## src/rtl/display_scheduler.sv

```systemverilog
// Round-robin scheduler sharing one 2-digit 7-segment display among four requesters.
// Each grant shows its value for DWELL cycles, then the display goes dark for GAP cycles.
module display_scheduler #(
    parameter int DWELL = 4,
    parameter int GAP   = 1
) (
    input  logic        clk,
    input  logic        rst,
    input  logic [3:0]  req,
    input  logic [15:0] val,
    output logic [3:0]  x,
    output logic        blank,
    output logic [3:0]  gnt,
    output logic [3:0]  done,
    output logic        busy
);

    typedef enum logic [1:0] {
        S_IDLE,
        S_SHOW,
        S_GAP
    } state_t;

    state_t      state, state_nxt;
    logic [7:0]  dwellcnt, dwellcnt_nxt;
    logic [3:0]  gapcnt, gapcnt_nxt;
    logic [1:0]  last, last_nxt;
    logic [3:0]  x_nxt, gnt_nxt, done_nxt;
    logic        blank_nxt, busy_nxt;
    logic        found;
    logic [1:0]  winner;
    logic [1:0]  idx;

    // Round-robin search starting one past the last granted index.
    always_comb begin
        found  = 1'b0;
        winner = 2'd0;
        idx    = 2'd0;
        for (int k = 1; k <= 4; k++) begin
            idx = last + 2'(k);
            if (!found && req[idx]) begin
                found  = 1'b1;
                winner = idx;
            end
        end
    end

    // While a slot is active, last doubles as the index of the granted requester.
    always_comb begin
        state_nxt    = state;
        dwellcnt_nxt = dwellcnt;
        gapcnt_nxt   = gapcnt;
        last_nxt     = last;
        x_nxt        = x;
        gnt_nxt      = gnt;
        blank_nxt    = blank;
        done_nxt     = 4'b0000;

        case (state)
            S_IDLE: begin
                gnt_nxt   = 4'b0000;
                blank_nxt = 1'b1;
                if (found) begin
                    state_nxt    = S_SHOW;
                    dwellcnt_nxt = 8'd0;
                    last_nxt     = winner;
                    x_nxt        = val[{winner, 2'b00} +: 4];
                    gnt_nxt      = 4'b0001 << winner;
                    blank_nxt    = 1'b0;
                end
            end
            S_SHOW: begin
                if (!req[last]) begin
                    state_nxt  = S_GAP;
                    gapcnt_nxt = 4'd0;
                    gnt_nxt    = 4'b0000;
                    blank_nxt  = 1'b1;
                end else if (dwellcnt == 8'(DWELL - 1)) begin
                    state_nxt  = S_GAP;
                    gapcnt_nxt = 4'd0;
                    gnt_nxt    = 4'b0000;
                    blank_nxt  = 1'b1;
                    done_nxt   = 4'b0001 << last;
                end else begin
                    dwellcnt_nxt = dwellcnt + 8'd1;
                end
            end
            S_GAP: begin
                gnt_nxt   = 4'b0000;
                blank_nxt = 1'b1;
                if (gapcnt == 4'(GAP - 1)) begin
                    state_nxt  = S_IDLE;
                    gapcnt_nxt = 4'd0;
                end else begin
                    gapcnt_nxt = gapcnt + 4'd1;
                end
            end
            default: begin
                state_nxt = S_IDLE;
                gnt_nxt   = 4'b0000;
                blank_nxt = 1'b1;
            end
        endcase

        busy_nxt = (state_nxt != S_IDLE);
    end

    always_ff @(posedge clk or posedge rst) begin
        if (rst) begin
            state    <= S_IDLE;
            dwellcnt <= 8'd0;
            gapcnt   <= 4'd0;
            last     <= 2'd3;
            x        <= 4'd0;
            gnt      <= 4'b0000;
            blank    <= 1'b1;
            done     <= 4'b0000;
            busy     <= 1'b0;
        end else begin
            state    <= state_nxt;
            dwellcnt <= dwellcnt_nxt;
            gapcnt   <= gapcnt_nxt;
            last     <= last_nxt;
            x        <= x_nxt;
            gnt      <= gnt_nxt;
            blank    <= blank_nxt;
            done     <= done_nxt;
            busy     <= busy_nxt;
        end
    end

endmodule

```

## config.mk

```make
export PLATFORM = sky130hd
export DESIGN_NAME = display_scheduler
export DESIGN_NICKNAME = d
export VERILOG_FILES = /design/src/rtl/display_scheduler.sv
export SDC_FILE = /design/constraint.sdc
export NUM_CORES = 1
export LEC_CHECK = 0
export CAP_MARGIN = 20
export CORE_UTILIZATION = 50
export CTS_CLUSTER_DIAMETER = 60
export DETAILED_ROUTE_END_ITERATION = 12
export HOLD_SLACK_MARGIN = 0.06
export PLACE_DENSITY = 0.84
export SLEW_MARGIN = 20
export SYNTH_ARGS = -nofsm -noshare
export SYNTH_HDL_FRONTEND = slang
export SYNTH_SLANG_ARGS = --single-unit
```

## constraint.sdc

```tcl
create_clock -name clk -period 3.3 [get_ports clk]
set_clock_uncertainty 0.15 [all_clocks]
set_input_delay 0.33 -clock clk [delete_from_list [all_inputs] [get_ports clk]]
set_output_delay 0.33 -clock clk [all_outputs]
set_load 0.01 [all_outputs]
```

==> results.toml, run 1 <==
[sta]
maxSlewViolCount = 0
fin_tns_setup_ns = 0
period_needed_ns = 2.805
tightest_slew_ns = 0.6562
final-setup-viol-count = 0
relSlewSlack = 0.5596
fin_crit_sh = 0.8502
rsz0062_at_grt = "no"
max_freq_ghz = 0.3564
hold_viol_final = 0

[drt]
ant_nets = 0
routed_wirelength_mm = 3.450
viasPerCell = 5.419
drt_iter0_markers = 39
dr_total_vias = 1371
wl_per_cell_um = 13.64
drcViolationCount = 0
drt_pass1_iterations = 4

[placement]
post-dp-hpwl_mm = 2.594
globalplace.congestion = 0.8613
port_buffers = 35

[layout]
drive_gt1_frac = 0.1196
diodes = 0
final_common_cell = "clkdlybuf4s50_1"
mostFrequentLayoutCells = "35 x clkdlybuf4s50_1, 27 x dfrtp_1, 17 x nand2_1, 17 x nor2_1, 16 x o21ai_1"
syn_to_final_growth_pct = 25.48
final_core_util = 0.6816
final_nets = 237

[worst_setup_path]
cp_data_required_time_ns = 3.38
startpoint_type = "flop"
critical_path_arrival_ns = 2.88
r2r_cells = 8
cp-end-kind = "flop"
crit_path_max_fanout = 16
crit_type = "reg -> reg"

[global_route]
grt_max_degree = 17
antenna_found_initial = 0
grt_pass1_wl_mm = 5.844
grt_remaining_overflow = 0
grt_pass1_vias = 1288
grt_usage = 0.2245

[clocking]
cts_root_buf = "clkbuf_4"
cts_max_level = 2
cts_tree = "done"
cts_resized = 0
clk_pin_slew_ns = 0.10
cts_made_buffers = 5
cts_buffer_depth = 2
clk_latency_ns = 0.33
cts_setup_buffers = 0
clock_sinks = 30
holdBufCountCts = 0

[flow_run]
maxCapViolCount = 0

[die]
start_util = 0.5432
core-area_um2 = 3128
die_y_um = 60.30
die_area_um2 = 3635
rows = 20
fp.dieW_um = 60.30
ioPinCount = 36

[logic_synthesis]
async_flop_share = 1.000
ys_ff_latch = 30
synth_cells = 170
synth_edf_count = 0
syn_nets = 199
syn-cell-area_um2 = 1699
synth_flop_cell = "dfrtp_1"
synth_cell_types = 42
yosys_warnings = 0
syn_area_per_cell_um2 = 9.995
synth-seq-area-share = 0.4440

[status]
status = "completed"

[power]
ir_worst_vdd_uv = 477.7
p_leak_nw = 0.9572
power_density_nw_per_um2 = 770.8

[hold_path]
hold_path_class = "in -> async"
==> registers in the layout, indices dropped and copies added, names as in the netlist, 2 cells and up <==
signal / count
done: 4
x: 4
gnt: 4
gapcnt: 4
dwellcnt: 8
last: 2
state: 2
==> cell families (layout without fill, tap and decap cells) <==
group           count (synthesis)  count (layout)  synth area share
compound gates                 35              35            0.1495
fa+ha+maj                       7               7           0.05154
flops                          30              30            0.4440
xor+xnor                        6               6           0.03093
simple gates                   68              68            0.1966
buf+inv                        13              52           0.04345
mux                            11              11           0.08394
==> cells in the mapped netlist (2+ instances only) <==
master | instances | area share
nor2_2 | 2 | 0.0074
inv_1 | 6 | 0.013
o21ai_1 | 16 | 0.047
and2_1 | 5 | 0.018
a211o_1 | 5 | 0.026
mux2i_1 | 6 | 0.035
a21oi_1 | 3 | 0.0088
dfstp_2 | 3 | 0.046
nand4_1 | 7 | 0.026
inv_2 | 2 | 0.0044
nor2b_1 | 3 | 0.011
xor2_1 | 6 | 0.031
ha_1 | 7 | 0.052
nor2_1 | 17 | 0.038
nand2_1 | 17 | 0.038
buf_6 | 3 | 0.020
nand3_1 | 9 | 0.027
dfrtp_1 | 27 | 0.40
buf_2 | 2 | 0.0059
nand2b_1 | 2 | 0.0074
==> path summary, 6_finish.rpt <==
path | start | end | slack [ns]
max | last[0] | x[0] | 0.49
min | rst | x[0] | 0.21
max reg2reg | last[0] | x[0] | 0.49
min reg2reg | gapcnt[3] | gapcnt[3] | 0.33
max in group asynchronous | rst | last[1] | 2.08
min in group clk | gapcnt[3] | gapcnt[3] | 0.33
==> final cells by class <==
class | count | area (um^2)
clock buffers | 6 | 51.30
multi-input cells | 127 | 870.8
flip-flops and latches | 30 | 754.5
repair buffers | 36 | 357.8
clock inverters | 2 | 12.51
fillers | 244 | 996.0
inverters | 8 | 30.03
well taps | 44 | 55.05
==> report_power, final <==
part | internal (mW) | switching, mW | leakage [nW] | total, mW
sequential | 0.487 | 0.109 | 0.393 | 0.595
combinational | 0.376 | 0.438 | 0.530 | 0.815
clock | 0.102 | 0.131 | 0.0343 | 0.233
total | 0.965 | 0.678 | 0.957 | 1.64
==> through the flow <==
step	total power [mW]	hold slack, ns	area [um^2]	setup slack (ns)	instances
floorplan	1.193	0.2686	1699	0.7915	170
global placement	1.375	0.3027	2068	0.6734	245
detailed placement	1.417	0.3214	2068	0.5275	245
CTS	1.656	0.2189	2132	0.5224	253
global route	1.760	0.2640	2132	0.3813	253
finish	1.643	0.2091	2132	0.4945	253
==> critical path: stages, from the launching register on <==
cell and delay [ns]:
dfstp_2 0.65, inv_2 0.11, ha_1 0.38, mux2i_1 0.24, a21oi_2 0.10, mux2i_4 0.45
mux2i_1 0.29, nor2_1 0.06, a211o_1 0.27
==> metal layers <==
metal,vias to the layer above,share of wire,track usage,wire length [um]
met2,41,0.48,0.3752,1672
met5,-,0,0,0
met1,653,0.44,0.2647,1520
met3,5,0.061,0.07792,209
met4,0,0.014,0.07973,47
li1,672,-,-,-
No activity file was read; power rests on OpenSTA's default activity.
==> inputs of run 2 (changes only) <==
--- a/config.mk
+++ b/config.mk
@@ -6,6 +6,7 @@
 export NUM_CORES = 1
 export LEC_CHECK = 0
 export CAP_MARGIN = 20
+export CORE_MARGIN = 2
 export CORE_UTILIZATION = 50
 export CTS_CLUSTER_DIAMETER = 60
 export DETAILED_ROUTE_END_ITERATION = 12
==> run 2 against run 1 <==
  * Design area up 2.7%
  * Via count down 3.1%
  * Routed wire length down 8.1%
  * Total power up 9.1%
  * Highest routed layer unchanged
==> results.toml, run 2 (same netlist as run 1, synthesis figures left out) <==
[clocking]
cts_root_buf = "clkbuf_4"
cts_made_buffers = 5
cts_tree = "done"
clk_pin_slew_ns = 0.10
cts_resized = 0
cts_setup_buffers = 0
clk_latency_ns = 0.33
holdBufCountCts = 0
cts_buffer_depth = 2
cts_max_level = 2
clock_sinks = 30

[placement]
dp.cells = 248
globalplace.congestion = 0.8744
port_buffers = 35
post-dp-hpwl_mm = 2.383

[flow_run]
maxCapViolCount = 0

[drt]
ant_nets = 0
drt_pass1_iterations = 4
drcViolationCount = 0
wl_per_cell_um = 12.39
routed_wirelength_mm = 3.172
drt_iter0_markers = 46
viasPerCell = 5.188
dr_total_vias = 1328

[hold_path]
hold_path_class = "in -> async"

[layout]
mostFrequentLayoutCells = "35 x clkdlybuf4s50_1, 27 x dfrtp_1, 17 x nand2_1, 17 x nor2_1, 16 x o21ai_1"
drive_gt1_frac = 0.1238
diodes = 0
final_nets = 238
largest_register = "dwellcnt"
final_common_cell = "clkdlybuf4s50_1"
syn_to_final_growth_pct = 28.87
largest_reg_flops = 8
layout.cells.non_filler = 256

[sta]
period_needed_ns = 2.714
max_freq_ghz = 0.3685
tightest_slew_ns = 0.6142
final-setup-viol-count = 0
maxSlewViolCount = 0
fin_tns_setup_ns = 0
relSlewSlack = 0.5847
hold_viol_final = 0
fin_crit_sh = 0.8224
rsz0062_at_grt = "no"

[status]
status = "completed"

[worst_setup_path]
rr_endpoint = "x[0]"
cp_data_required_time_ns = 3.37
startpoint_type = "flop"
r2r_slack_ns = 0.59
critPathLaunch = "last[0]"
crit_type = "reg -> reg"
r2r_start = "last[0]"
critical_path_arrival_ns = 2.78
crit_path_max_fanout = 16
r2r_cells = 8
cp-end-kind = "flop"
crit_path_end = "x[0]"

[global_route]
grt_pass1_vias = 1253
grt_usage = 0.1847
grt_remaining_overflow = 0
grt_pass1_wl_mm = 5.678
grt_max_degree = 31
antenna_found_initial = 0

[die]
die_y_um = 62.30
ioPinCount = 36
fp.dieW_um = 62.30
die_area_um2 = 3881
rows = 21
start_util = 0.5132
core-area_um2 = 3311

[power]
seq_power_share = 0.330
p_sw_frac = 0.3687
cell_internal_pwr_mw = 1.132
ir_worst_vdd_uv = 536.3
p_leak_nw = 0.9861
power_density_nw_per_um2 = 819.1
p_clk_frac = 0.213
p_comb_frac = 0.457
power.net_switching_uw = 661.2
run 2: cell types whose count changed in the layout (fill, tap and decap cells not counted), sizes merged:
| cell | before | now |
|---|---|---|
| bufinv | 0 | 2 |
| clkinv | 1 | 0 |
| buf | 1 | 2 |
| clkinvlp | 1 | 0 |
run 2: routing by layer:
layer | part of all wire | track usage | vias to the layer above
met5 | 0 | 0 | -
met2 | 0.47 | 0.3125 | 41
met3 | 0.054 | 0.05435 | 4
met4 | 0.010 | 0.06111 | 0
met1 | 0.47 | 0.2275 | 606
li1 | - | - | 677
run 2: final cells by class:
type | instances | area, um^2
flip-flops and latches | 30 | 754.5
clock inverters | 2 | 60.06
multi-input cells | 127 | 870.8
repair buffers | 37 | 365.4
fillers | 288 | 1121
well taps | 46 | 57.56
inverters | 8 | 30.03
clock buffers | 6 | 51.30
run 2: metrics by stage:
step           utilization  area, um^2  setup slack [ns]  hold WS [ns]  power [mW]
2_1_floorplan            -        1699            0.7915        0.2686       1.193
3_3_place_gp        0.6277        2078            0.6669        0.3024       1.403
3_5_place_dp        0.6277        2078            0.5725        0.3143       1.423
4_1_cts             0.6614        2190            0.5776        0.2082       1.811
5_1_grt             0.6614        2190            0.3724        0.2578       1.925
6_report            0.6614        2190            0.5862        0.2091       1.793
run 2: worst min-delay path by stage:
stage               startpoint     endpoint  cells after the start
floorplan                  rst         busy                      1
global placement         blank        blank                      2
detailed placement       blank        blank                      2
CTS                        rst  dwellcnt[4]                      3
global route               rst         x[0]                      3
finish                     rst         busy                      3
run 2: worst max-delay path, cell delays in order, from the launching register on:
cell and delay [ns]:
dfstp_2 0.64, inv_2 0.10, ha_1 0.37, mux2i_1 0.24
a21oi_2 0.09, mux2i_4 0.44, mux2i_1 0.25, nor2_1 0.05
a211o_1 0.27
run 2: power groups by stage:
stage	logic, mW	registers [mW]	clock network, mW
floorplan	0.604	0.589	0
global placement	0.805	0.598	0
detailed placement	0.824	0.599	0
CTS	0.827	0.594	0.390
global route	0.905	0.608	0.412
finish	0.819	0.592	0.382
